--- src/rtl/stream_downsizer.sv ---
// Width downsizer: accepts one wide beat and emits it as RATIO narrow words, LSB slice first.
// A new beat may load in the same cycle the final slice leaves, so a continuous stream has no bubbles.
module stream_downsizer #(
    parameter int DATA_IN_WIDTH  = 128,
    parameter int DATA_OUT_WIDTH = 32
) (
    input  logic                      clk,
    input  logic                      reset,
    input  logic                      dataIn_valid,
    output logic                      dataIn_ready,
    input  logic [DATA_IN_WIDTH-1:0]  dataIn_payload,
    input  logic                      dataIn_last,
    output logic                      dataOut_valid,
    input  logic                      dataOut_ready,
    output logic [DATA_OUT_WIDTH-1:0] dataOut_payload,
    output logic                      dataOut_last
);
    localparam int RATIO = (DATA_OUT_WIDTH > 0) ? (DATA_IN_WIDTH / DATA_OUT_WIDTH) : 0;
    localparam int CNT_W = (RATIO > 1) ? $clog2(RATIO) : 1;
    localparam logic [CNT_W-1:0] LAST_CNT = CNT_W'(RATIO - 1);

    generate
        if (DATA_OUT_WIDTH <= 0 || (DATA_IN_WIDTH % DATA_OUT_WIDTH) != 0 || RATIO < 2) begin : g_bad_ratio
            $error("stream_downsizer: DATA_IN_WIDTH must be an exact multiple (at least 2x) of DATA_OUT_WIDTH");
        end
    endgenerate

    logic [DATA_IN_WIDTH-1:0] buf_q, buf_d;
    logic                     last_q, last_d;
    logic                     full_q, full_d;
    logic [CNT_W-1:0]         cnt_q, cnt_d;

    logic [RATIO-1:0][DATA_OUT_WIDTH-1:0] slices;
    logic on_last_slice;
    logic in_fire;
    logic out_fire;

    assign slices        = buf_q;
    assign on_last_slice = (cnt_q == LAST_CNT);

    // Ready only looks ahead when the slice now on the output is the final one.
    assign dataIn_ready    = !full_q || (dataOut_ready && on_last_slice);
    assign in_fire         = dataIn_valid && dataIn_ready;
    assign out_fire        = full_q && dataOut_ready;

    assign dataOut_valid   = full_q;
    assign dataOut_payload = slices[cnt_q];
    assign dataOut_last    = full_q && last_q && on_last_slice;

    always_comb begin
        buf_d  = buf_q;
        last_d = last_q;
        full_d = full_q;
        cnt_d  = cnt_q;
        if (out_fire) begin
            if (on_last_slice) begin
                full_d = 1'b0;
                cnt_d  = '0;
            end else begin
                cnt_d  = cnt_q + 1'b1;
            end
        end
        // A load overrides the drain of the final slice, keeping the stream gap-free.
        if (in_fire) begin
            buf_d  = dataIn_payload;
            last_d = dataIn_last;
            full_d = 1'b1;
            cnt_d  = '0;
        end
    end

    always_ff @(posedge clk or posedge reset) begin
        if (reset) begin
            buf_q  <= '0;
            last_q <= 1'b0;
            full_q <= 1'b0;
            cnt_q  <= '0;
        end else begin
            buf_q  <= buf_d;
            last_q <= last_d;
            full_q <= full_d;
            cnt_q  <= cnt_d;
        end
    end
endmodule

--- config.mk ---
export PLATFORM = sky130hd
export DESIGN_NAME = stream_downsizer
export DESIGN_NICKNAME = d
export VERILOG_FILES = /design/src/rtl/stream_downsizer.sv
export SDC_FILE = /design/constraint.sdc
export NUM_CORES = 1
export LEC_CHECK = 0
export BUFFER_PORTS_ARGS = -buffer_cell sky130_fd_sc_hd__buf_2
export CORE_MARGIN = 4
export CORE_UTILIZATION = 55
export CTS_BUF_LIST = sky130_fd_sc_hd__clkbuf_16
export CTS_CLUSTER_DIAMETER = 60
export DETAILED_ROUTE_END_ITERATION = 12
export PLACE_DENSITY = 0.81
export SLEW_MARGIN = 40
export SYNTH_ARGS = -nofsm -noshare
export SYNTH_HDL_FRONTEND = slang
export SYNTH_SLANG_ARGS = --single-unit
--- constraint.sdc ---
create_clock -name clk -period 4.83 [get_ports clk]
set_clock_uncertainty 0.2 [all_clocks]
set_input_delay 0.2415 -clock clk [delete_from_list [all_inputs] [get_ports clk]]
set_output_delay 0.2415 -clock clk [all_outputs]
set_load 0.005 [all_outputs]
==> impl_results.md <==
- Status: finished clean
- Setup TNS: 0 ns
- Final hold violation count: 0
- Syn_area_per_cell: 11.8 um^2
- Crit-path max FO: 40
- Minimum clock period: 3.05 ns
- Setup CP Type: reg -> reg
- Wirelength per Cell: 19.1 um
- #FFs+latches synth: 132
- Clock sink total: 132
- Post-synth top cells: dfrtp_1 (132), inv_1 (131), nand2_1 (131), o32ai_2 (110), mux4_2 (32)
- Syn_nets: 765
- Setup Buffers After CTS: 0
- Main flop type after synthesis: dfrtp_1
- Area Growth Syn to Fin: 35.6%
- Layout cell share with drive strength beyond 1: 0.386
- Cell Chain, Critical Path: buf_4 -> ha_1 -> and3_4 -> buf_4 -> o32ai_1
- YS warnings: 0
- Hold crit path type: in -> reg
- EDFF count, synth: 0
- # IOs: 168
- Synth async-reset ratio: 1.00
- Crit path DAT: 3.12 ns
- Worst Path Required: 4.89 ns
- CTS tree: yes
- Yosys top cell area share: 0.443
- Die width: 124 um
- Grt peak-use layer: met2
- Util after Layout: 0.764
- Worst r2r src: cnt_q[1]
- Post-synthesis cell area: 0.00746 mm^2
- Flip-flop and latch area: 0.00331 mm^2
- Synth area leaders: dfrtp_1 (44%), o32ai_2 (24%), mux4_2 (9.7%)
- Gpl congestion: 0.783
- Crit-path slowest cell: and3_4
- # nets final: 1,027
- H-tree levels: 4
- Synthesized netlist cell count: 631
- Post-CTS Resized: 0
- GR Overflow Total: 0
- CP peak stage delay: 0.68 ns
- Met2 Use GR: 0.454
- Compound-Gate Fraction of Synth Area: 0.266
- Critical path origin: cnt_q[1]
- Iter 0 DRT Violations: 546
- Leak: 0.00475 uW
- Fin. max-slew vios: 0
- Seq/Total Area, Yosys: 0.443
- Largest delay contributor family on the critical path: buffers and inverters
- Largest family of logic cells by synthesized area: compound AO/OA/AOI/OAI gates
- Hold_buf cts: 130
- Worst-skew pair later-pin latency: 0.42 ns
- Cell variety after synth: 21
- Buffers on Ports: 167
- Post-synthesis xor/xnor area fraction: 0
- Smallest hold slack: 0.0316 ns
- Residual DRC: 0
- Die Ht: 124 um
- Clk slew on worst S/H paths: 0.06 ns
- WP buf/inv: 2
- Clk root buf: clkbuf_16
- CP Launch Type: flop
- Initial antenna violation count: 2
- # fillers: 792
- Initial core utilization: 0.563
- Post-DRT Antenna Nets: 0
- Max-cap viol count: 0
- Relative slew slack: 0.548
- Detailed Route WL: 20.6 mm
- Hold path start: dataOut_ready
- Average vias per placed instance: 5.65
- Grt met1 use: 0.341
- CTS Buf Count: 17
- Crit path top cell by count: buf_4
- Vias after detailed routing: 6,105
- CTS Buffer Depth: 2
- Die area: 0.0155 mm^2
- Period utilization: 0.632
- Pwr dens: 576 mW/mm^2
- Core area: 0.0132 mm^2
- Final Setup Violations: 0
- Row Count: 42
- Slew @ Worst Pin: 0.679 ns
- Post-DP HPWL: 11.7 mm
- Unrepaired setup endpoints after global routing: false
- Multi-input gate area: 0.00327 mm^2
- Top-count cell post-synth: dfrtp_1
- M3 GR Usage: 0.0686
- Largest net degree at the start of global routing: 95
- Pre-antenna DRT Iters: 5
- Max Fclk: 327 MHz
- GRT Util Overall: 0.273
- VDD IR-drop max: 0.363 mV
- Synth area leader: dfrtp_1
- Adder-cell area share of the yosys netlist: 0.00168
- Post-Synth Simple-Gate Area: 0.0731
- Vias in the first global route: 6,613
- CP Capture Type: flop
- Pwr Total: 5830 uW
- Global-route wire length before repair: 34.1 mm
- Multiplexer area fraction after synthesis: 0.0966
routing by layer:
metal / vias to the layer above / part of all wire
met1: 3056 / 0.39
met2: 244 / 0.52
li1: 2743 / -
met5: - / 0.00053
met4: 2 / 0.031
met3: 60 / 0.054
stage by stage:
stage | setup WS (ns) | cell area, um^2 | instances
after floorplan | 0.862 | 7460 | 631
after global placement | 1.86 | 8260 | 919
after detailed placement | 1.75 | 8280 | 920
after CTS | 1.73 | 10100 | 1080
after global routing | 1.56 | 10100 | 1081
final | 1.78 | 10100 | 1081
registers in the layout, indices dropped and copies added (netlist names):
| register | cells |
|---|---|
| buf_q | 128 |
| dataOut_valid | 1 |
| cnt_q | 2 |
| last_q | 1 |
logic make-up after synthesis:
logic type	Yosys count
buffers and inverters	196
AND/OR/NAND/NOR	138
AO/OA/AOI/OAI	132
flip-flops	132
multiplexers	32
adder cells (fa/ha/maj)	1
report_power, final:
part	total (uW)	leakage [uW]	internal, uW	switching (uW)
registers	1950	0.00160	1660	288
logic	2700	0.00287	1530	1170
clock network	1180	0.000275	732	450
worst register-to-register path: stages (launching register included):
cell	delay, ns
dfrtp_2	0.35
buf_4	0.55
ha_1	0.41
and3_4	0.68
buf_4	0.52
o32ai_1	0.18
layout make-up:
class | count | area share
Sequential cell | 132 | 0.327
Clock buffer | 17 | 0.0420
Timing Repair Buffer | 308 | 0.226
Tap cell | 176 | 0.0218
Multi-Input combinational cell | 303 | 0.324
Clock inverter | 13 | 0.0103
Antenna cell | 1 | 0.000247
Inverter | 131 | 0.0491
final timing paths:
check	to	slack (ns)	depth (start not counted)
hold reg to reg	buf_q[31]	0.35	2
setup / recovery	buf_q[37]	1.78	5
hold / removal	cnt_q[0]	0.03	3
setup reg to reg	buf_q[37]	1.78	5
min in group asynchronous	buf_q[76]	0.27	3
max in group asynchronous	buf_q[70]	3.14	4
placed cells by master, fill, tap and decap left out:
cell             n
buf_2          166
mux4_2          32
buf_12           5
buf_4            5
nor4bb_1         1
a21boi_4         1
o32ai_1         19
a31o_2           1
and3_4           1
a32o_1           1
nand2_1        131
or2_2            1
buf_6            2
dlygate4sd3_1  130
clkbuf_16       17
diode_2          1
and2b_4          1
inv_1          134
inv_6            1
dfrtp_2          2
dfrtp_1        130
o32ai_2        110
ha_1             1
clkinv_2         2
bufinv_16        2
clkinv_1         5
nand2b_1         1
and3_1           2
Note: power is estimated with default switching activity, not from simulation.
